## src/rtl/seg7_scan_driver_if.sv

```systemverilog
// Write bus into the seven-segment scan driver's digit buffer.
// The upstream register board drives it; the scan driver samples it on clk.
interface seg7_scan_driver_if;
    logic       wr_en;
    logic [2:0] wr_idx;
    logic [3:0] wr_data;

    modport master (output wr_en, output wr_idx, output wr_data);
    modport slave  (input  wr_en, input  wr_idx, input  wr_data);
endinterface

```

## src/rtl/seg7_scan_driver.sv

```systemverilog
// Time-multiplexed driver for a common-anode 8-digit seven-segment display.
// Holds an 8x4 nibble buffer and shows one digit per SCAN_DIV clocks.
module seg7_scan_driver #(
    parameter int SCAN_DIV = 100000,
    parameter int DIV_W    = 17
) (
    input  logic                clk,
    input  logic                rst,
    seg7_scan_driver_if.slave   wr_bus,
    input  logic [7:0]          digit_en,
    input  logic [7:0]          dp_in,
    output logic [6:0]          seg,
    output logic                dp,
    output logic [7:0]          an,
    output logic [2:0]          scan_idx,
    output logic                frame_tick
);

    localparam logic [DIV_W-1:0] PRESC_TERM = DIV_W'(SCAN_DIV - 1);

    // Active-low {g,f,e,d,c,b,a} pattern for one hex nibble.
    function automatic logic [6:0] hex_to_seg(input logic [3:0] nibble);
        logic [6:0] pattern;
        case (nibble)
            4'h0: pattern = 7'h40;
            4'h1: pattern = 7'h79;
            4'h2: pattern = 7'h24;
            4'h3: pattern = 7'h30;
            4'h4: pattern = 7'h19;
            4'h5: pattern = 7'h12;
            4'h6: pattern = 7'h02;
            4'h7: pattern = 7'h78;
            4'h8: pattern = 7'h00;
            4'h9: pattern = 7'h10;
            4'hA: pattern = 7'h08;
            4'hB: pattern = 7'h03;
            4'hC: pattern = 7'h46;
            4'hD: pattern = 7'h21;
            4'hE: pattern = 7'h06;
            default: pattern = 7'h0E;
        endcase
        return pattern;
    endfunction

    logic [31:0]      digits_flat;
    logic [DIV_W-1:0] presc_reg, presc_next;
    logic [2:0]       scan_idx_reg, scan_idx_next;
    logic             frame_tick_reg, frame_tick_next;
    logic [6:0]       seg_reg, seg_next;
    logic             dp_reg, dp_next;
    logic [7:0]       an_reg, an_next;
    logic             scan_adv;
    logic [3:0]       cur_digit;
    logic             cur_en;

    // One nibble register per digit, flattened so the scan mux can index it.
    genvar gi;
    generate
        for (gi = 0; gi < 8; gi++) begin : g_digit
            logic [3:0] val_reg;
            always_ff @(posedge clk or posedge rst) begin
                if (rst) begin
                    val_reg <= 4'h0;
                end else if (wr_bus.wr_en && (wr_bus.wr_idx == 3'(gi))) begin
                    val_reg <= wr_bus.wr_data;
                end
            end
            assign digits_flat[gi*4 +: 4] = val_reg;
        end
    endgenerate

    // The >= compare keeps the prescaler inside 0..SCAN_DIV-1 even from a corrupted value.
    always_comb begin
        scan_adv        = (presc_reg >= PRESC_TERM);
        presc_next      = scan_adv ? '0 : presc_reg + 1'b1;
        scan_idx_next   = scan_adv ? scan_idx_reg + 3'd1 : scan_idx_reg;
        frame_tick_next = scan_adv && (scan_idx_reg == 3'd7);
    end

    always_comb begin
        cur_digit = digits_flat[{scan_idx_reg, 2'b00} +: 4];
        cur_en    = digit_en[scan_idx_reg];
        seg_next  = cur_en ? hex_to_seg(cur_digit) : 7'h7F;
        dp_next   = cur_en ? ~dp_in[scan_idx_reg] : 1'b1;
    end

    generate
        for (gi = 0; gi < 8; gi++) begin : g_anode
            assign an_next[gi] = ~(cur_en && (scan_idx_reg == 3'(gi)));
        end
    endgenerate

    // Output stage loads from the current scan position, so pins lag scan_idx by one clock.
    always_ff @(posedge clk or posedge rst) begin
        if (rst) begin
            presc_reg      <= '0;
            scan_idx_reg   <= 3'd0;
            frame_tick_reg <= 1'b0;
            seg_reg        <= 7'h7F;
            dp_reg         <= 1'b1;
            an_reg         <= 8'hFF;
        end else begin
            presc_reg      <= presc_next;
            scan_idx_reg   <= scan_idx_next;
            frame_tick_reg <= frame_tick_next;
            seg_reg        <= seg_next;
            dp_reg         <= dp_next;
            an_reg         <= an_next;
        end
    end

    assign seg        = seg_reg;
    assign dp         = dp_reg;
    assign an         = an_reg;
    assign scan_idx   = scan_idx_reg;
    assign frame_tick = frame_tick_reg;

endmodule

```

## src/flat_wrapper.sv

```systemverilog
// flat-port wrapper written by rule: the top's interface ports become plain ports
module seg7_scan_driver_flat 
#(
    parameter int SCAN_DIV = 100000,
    parameter int DIV_W    = 17
)
  (clk, rst, digit_en, dp_in, seg, dp, an, scan_idx, frame_tick, wr_bus_wr_en, wr_bus_wr_idx, wr_bus_wr_data);
  seg7_scan_driver_if wr_bus_i ();
  input  logic clk;
  input  logic rst;
  input  logic [7:0] digit_en;
  input  logic [7:0] dp_in;
  output logic [6:0] seg;
  output logic dp;
  output logic [7:0] an;
  output logic [2:0] scan_idx;
  output logic frame_tick;
  input wire logic [$bits(wr_bus_i.wr_en)-1:0] wr_bus_wr_en;
  input wire logic [$bits(wr_bus_i.wr_idx)-1:0] wr_bus_wr_idx;
  input wire logic [$bits(wr_bus_i.wr_data)-1:0] wr_bus_wr_data;
  assign wr_bus_i.wr_en = wr_bus_wr_en;
  assign wr_bus_i.wr_idx = wr_bus_wr_idx;
  assign wr_bus_i.wr_data = wr_bus_wr_data;
  seg7_scan_driver #(.SCAN_DIV(SCAN_DIV), .DIV_W(DIV_W)) u_core (.clk(clk), .rst(rst), .wr_bus(wr_bus_i), .digit_en(digit_en), .dp_in(dp_in), .seg(seg), .dp(dp), .an(an), .scan_idx(scan_idx), .frame_tick(frame_tick));
endmodule
```

## config.mk

```make
export PLATFORM = sky130hd
export DESIGN_NAME = seg7_scan_driver_flat
export DESIGN_NICKNAME = d
export VERILOG_FILES = /design/src/rtl/seg7_scan_driver_if.sv /design/src/rtl/seg7_scan_driver.sv /design/src/flat_wrapper.sv
export SDC_FILE = /design/constraint.sdc
export NUM_CORES = 1
export LEC_CHECK = 0
export ABC_AREA = 1
export BUFFER_PORTS_ARGS = -buffer_cell sky130_fd_sc_hd__buf_2
export CAP_MARGIN = 20
export CORE_MARGIN = 3
export CORE_UTILIZATION = 55
export CTS_CLUSTER_DIAMETER = 100
export DETAILED_ROUTE_END_ITERATION = 6
export GPL_TIMING_DRIVEN = 0
export PLACE_DENSITY = 0.88
export SYNTH_ARGS = -nofsm -noshare
export SYNTH_HDL_FRONTEND = slang
export SYNTH_SLANG_ARGS = --single-unit
```

## constraint.sdc

```tcl
create_clock -name clk -period 5.2 [get_ports clk]
set_input_delay 0.52 -clock clk [delete_from_list [all_inputs] [get_ports clk]]
set_output_delay 0.52 -clock clk [all_outputs]
set_load 0.01 [all_outputs]
```

---- Word level (Yosys, flattened, before mapping) ----
Memory sizes are Yosys's and may differ from the RTL's.
Index checks and enable logic that the tools add are counted.
word-level totals
  memory bits (read-only) ................. 112
  input bits .............................. 26
  word-level logic and storage cells ...... 69
  memories kept ........................... 1
  register bits after elaboration ......... 69
  output and inout port bits .............. 20
operators by class
  magnitude comparators ................... 2
  bitwise gates (word level) .............. 9
  $add $sub $neg .......................... 2
  multiplexer cells ....................... 7
  equality and inequality tests ........... 14
  shifts and indexed selects .............. 1
  reductions and logical operators ........ 19
memory list
  name             words  width  rd ports  clocked after memory_dff  wr ports  RTL line                text
  (no name shown)  16     7      1         0                         0         seg7_scan_driver.sv:24  case (nibble)
operators with widths
  kind                                                                           count
  32-bit by 6-bit variable part select with 4-bit output                         1
  3-bit == test (second input constant)                                          8
  17-bit by 1-bit adder with 17-bit output (second input constant)               1
  17-bit >= comparator (second input constant)                                   1
  1-bit logical AND                                                              17
  17-bit 2-to-1 mux                                                              1
  3-bit by 2-bit == test with 1-bit output (second input constant)               4
  1-bit inverter                                                                 9
  7-bit 2-to-1 mux                                                               1
  1-bit binary-select mux with 3-bit select                                      2
  3-bit by 1-bit == test with 1-bit output (second input constant)               2
  3-bit logical NOT                                                              2
  3-bit by 4-bit less-than comparator with 1-bit output (second input constant)  1
  3-bit by 1-bit adder with 3-bit output (second input constant)                 1
  1-bit 2-to-1 mux                                                               3

---- Longest topological paths before layout ----
  depth after elaboration ................. 4
  mapped depth ............................ 14
  depth with buffers taken out ............ 12

---- Worst setup path after synthesis ----
OpenSTA, ideal clock, no wires.
  kind .................................... register to register
  start point ............................. register u_core.scan_idx_reg[0] (netlist: u_core.scan_idx[0])
  end point ............................... register u_core.seg_reg[2] (netlist: u_core.seg[2])
  required time ........................... 5,119 ps
  path slack .............................. 3,482 ps
  buffers on the path ..................... 2
  library setup time ...................... 81 ps
  cell stages (with the launch flop) ...... 13
  period minus slack after synthesis ...... 1,718 ps
  data arrival time ....................... 1,637 ps
  cells stage by stage .................... dfrtp_1 > buf_6 > inv_6 > buf_8 > nand2_1 > nand2_1 > nand2_1 > nand3_1 > nand2_1 > ha_1 > inv_1 > nand3_1 > o211ai_1
on the way
  longest elaborated chain between the ends .. 3
  elaborated cells on any way between the ends .. 5
  classes of those cells .................. shift (1); mux (3); memory (1)
ends and longest elaborated chain
  item                                                                                                                 RTL line                                        text
  start, declared                                                                                                      seg7_scan_driver.sv:47                          logic [2:0] scan_idx_reg, scan_idx_next;
  start signal, assigned                                                                                               seg7_scan_driver.sv:104                         scan_idx_reg <= scan_idx_next;
  32-bit by 6-bit variable part select with 4-bit output or 1-bit binary-select mux with 3-bit select (tied branches)  seg7_scan_driver.sv:81, seg7_scan_driver.sv:82
  memory read 16 x 7 bit or 1-bit 2-to-1 mux (tied branches)                                                           --
  7-bit 2-to-1 mux (*)                                                                                                 seg7_scan_driver.sv:83                          seg_next = cur_en ? hex_to_seg(cur_digit) : 7'h7F;
  net u_core.seg_next[2]                                                                                               seg7_scan_driver.sv:49                          logic [6:0] seg_reg, seg_next;
  end signal, assigned                                                                                                 seg7_scan_driver.sv:106                         seg_reg <= seg_next;
  end, declared                                                                                                        seg7_scan_driver.sv:49
The timed path passes the listed nets; every way through them passes the cells marked *. The select of a mux whose other input is x is not followed.
A chain may end at the register's enable or synchronous reset.

---- Final worst setup path ----
Same ends and word-level chain as after synthesis.

==> run summary <==
largest cells by area after synthesis -> dfrtp_1 (35%), nand2_1 (12%), dfstp_2 (11%)
PortBufs -> 45
Slew HR -> 48.1%
fin nets -> 552
Yosys cell types -> 34
Clock power frac -> 34.4%
Clk pin slew, worst setup/hold paths -> 0.08 ns
Num CTS Buffers -> 9
count of pins over their slew limit -> 0
number of global-route vias before repair -> 3,168
sw power -> 372 µW
Initial DRT Pass Iterations -> 6
Reg2Reg Depth -> 12
leak pwr -> 2.14 nW
Max-Cap Viols -> 0
Worst path most repeated cell -> nand2_1
Synth warnings -> 0
Wirelength per Cell -> 13.6 µm
row count -> 29
RSZ-0062 raised after global routing -> false
Internal Pwr Total -> 901 µW
CP max-delay cell -> dfrtp_1
Avg Cell Area, Syn -> 8.24 µm²
leading cell type in the layout, fill and taps excluded -> nand2_1
CP max FO -> 10
worst path arrival time -> 2.33 ns
Clock Sinks -> 69
Final min period -> 2.06 ns
Max Clock Skew -> 0.00931 ns
core area -> 6490 µm²
final worst path period share -> 39.5%
Comb power frac -> 16.2%
clk buf depth -> 2
CTS Root Cell -> clkbuf_8
GRT overflow -> 0
Total Wirelength -> 8100 µm
Max rail drop VDD -> 0.233 mV
DRT iter0 DRCs -> 207
cells after synthesis -> 457
post-CTS sizing -> 0
Cell Pwr Density -> 296 nW/µm²
Yosys top cell by area -> dfrtp_1
part of the power in registers -> 49.4%
Die Height -> 88.7 µm
initial antenna violation count -> 0
placed inst area -> 4110 µm²
htree depth -> 3
share of layout cells above drive strength 1 -> 24.9%
slew of the pin with the lowest slew margin -> 0.772 ns
die span in x -> 88.7 µm
endpoints failing setup -> 0
Switching Share -> 29.2%
peak per-stage delay on the critical path -> 0.44 ns
Worst path top cell family by delay -> simple AND/OR/NAND/NOR gates
Synth top area share -> 35.2%
Fin. Hold Viols -> 0
FF-to-FF End -> u_core.seg[2]$_DFF_PP1_
n_diodes -> 0
global-route wire length before repair -> 14,000 µm
status -> complete, no violations
CTS tree -> yes
Worst setup SP type -> register
max reg flops -> 32
Mapped Area -> 3760 µm²
Sum Neg Setup Slack -> 0 ns
fmax -> 487 MHz
CP Data Required Time -> 5.47 ns
RD Place Congestion -> 0.914
largest net degree at the start of global routing -> 38
Final ANT Viol Nets -> 0
post-CTS setup buffers -> 0
sequential area share after synthesis -> 46.4%
Die ar. -> 7870 µm²
Area growth syn-to-layout -> 14.4%
final design area excluding fillers -> 4310 µm²
worst-path cell chain -> buf_6, inv_6, buf_8, nand2_1, nand2_1, nand2_1, nand3_1, nand2_1, ha_1, inv_1, nand3_1, o211ai_1
worst-skew pair later-pin latency -> 0.36 ns
commonest cells after routing, fill and taps aside -> nand2_1 (119), nand3_1 (53), dfrtp_1 (53)
cts hold-fix bufs -> 0
IO Pins -> 46
WS Path Type -> register to register
Total Routing Usage GR -> 23.2%
critical path capture point type -> register
routed vias/inst -> 5.43
Initial Utilization -> 58.0%
Buf/Inv on CP -> 4
total vias in the final route -> 3,239
Detail Placement HPWL -> 5960 µm
DRC errors left -> 0
Mapped Nets -> 495
setup slack, reg-to-reg -> 3.14 ns
Seq cells post-synth -> 69
worst hold path type -> primary input to asynchronous set/reset pin
Critical R2R Launch -> u_core.scan_idx[0]$_DFFE_PP0P_
[power by group through the flow]
| stage | clock network (mW) | logic, mW | registers, mW |
|---|---|---|---|
| after floorplan | 0 | 0.140 | 0.638 |
| after global placement | 0 | 0.191 | 0.635 |
| after detailed placement | 0 | 0.202 | 0.638 |
| after CTS | 0.442 | 0.206 | 0.628 |
| after global routing | 0.469 | 0.243 | 0.636 |
| final | 0.438 | 0.206 | 0.628 |
[final cells by class]
cell class                 count  area (µm²)
timing repair buffer          46         245
tap                           77        96.3
clock inverter                 7        75.1
fill                         525        2190
buffer                        11         108
multi-input combinational    319        1690
inverter                      58         223
sequential                    69        1750
clock buffer                   9         124
[cell families after synthesis]
family / count (synthesis) / share of synthesized area (%)
compound gates: 49 / 7.38
simple gates: 247 / 30.9
fa+ha+maj: 12 / 3.99
xor+xnor: 11 / 2.56
flops: 69 / 46.4
buf+inv: 69 / 8.77
[cells in the mapped netlist]
| master | instances |
|---|---|
| inv_6 | 1 |
| buf_2 | 4 |
| o211ai_1 | 1 |
| nor3_4 | 1 |
| ha_1 | 12 |
| nor2_4 | 2 |
| nor2_2 | 5 |
| xnor2_1 | 1 |
| buf_6 | 4 |
| inv_2 | 5 |
| dfstp_2 | 16 |
| nand2_1 | 119 |
| nand4_1 | 2 |
| buf_4 | 1 |
| nor2_1 | 38 |
| nor3b_4 | 1 |
| nand3_2 | 6 |
| inv_1 | 52 |
| nand4_4 | 1 |
| o21ai_2 | 2 |
| o21ai_0 | 36 |
| buf_12 | 1 |
| nand3_1 | 53 |
| o22ai_1 | 2 |
| nor3_1 | 6 |
| o22ai_2 | 2 |
| a21boi_0 | 1 |
| xor2_1 | 10 |
| o21ai_1 | 4 |
| nand2_2 | 10 |
| o21bai_1 | 1 |
| nand2_4 | 3 |
| dfrtp_1 | 53 |
| buf_8 | 1 |
[stage by stage]
stage / hold WS [ns] / setup WS [ns] / total power, mW / utilization (%) / instances
3_5_place_dp: 0.471 / 3.22 / 0.840 / 63.2 / 580
4_1_cts: 0.296 / 3.18 / 1.28 / 66.3 / 596
5_1_grt: 0.333 / 2.97 / 1.35 / 66.3 / 596
3_3_place_gp: 0.465 / 2.20 / 0.826 / 62.9 / 579
6_report: 0.269 / 3.14 / 1.27 / 66.3 / 596
2_1_floorplan: 0.449 / 2.97 / 0.778 / - / 457
[worst max path at each step]
| stage | slack [ns] | cells past startpoint | start | to |
|---|---|---|---|---|
| finish | 3.14 | 12 | u_core.scan_idx[0]$_DFFE_PP0P_ | u_core.seg[2]$_DFF_PP1_ |
| global route | 2.97 | 14 | u_core.scan_idx[0]$_DFFE_PP0P_ | u_core.seg[3]$_DFF_PP1_ |
| CTS | 3.18 | 12 | u_core.scan_idx[0]$_DFFE_PP0P_ | u_core.seg[2]$_DFF_PP1_ |
| detailed placement | 3.22 | 12 | u_core.scan_idx[0]$_DFFE_PP0P_ | u_core.seg[2]$_DFF_PP1_ |
| global placement | 2.20 | 2 | rst | u_core.scan_idx[2]$_DFFE_PP0P_ |
| floorplan | 2.97 | 1 | rst | u_core.frame_tick$_DFF_PP0_ |
[per-layer routing]
layer,GRT usage [%],up-vias,wire length (µm)
met5,0,-,0
met4,8.52,0,142
met3,6.98,20,433
met2,37.2,103,3960
met1,29.6,1543,3560
li1,-,1573,-
Note: power is estimated with default switching activity, not from simulation.
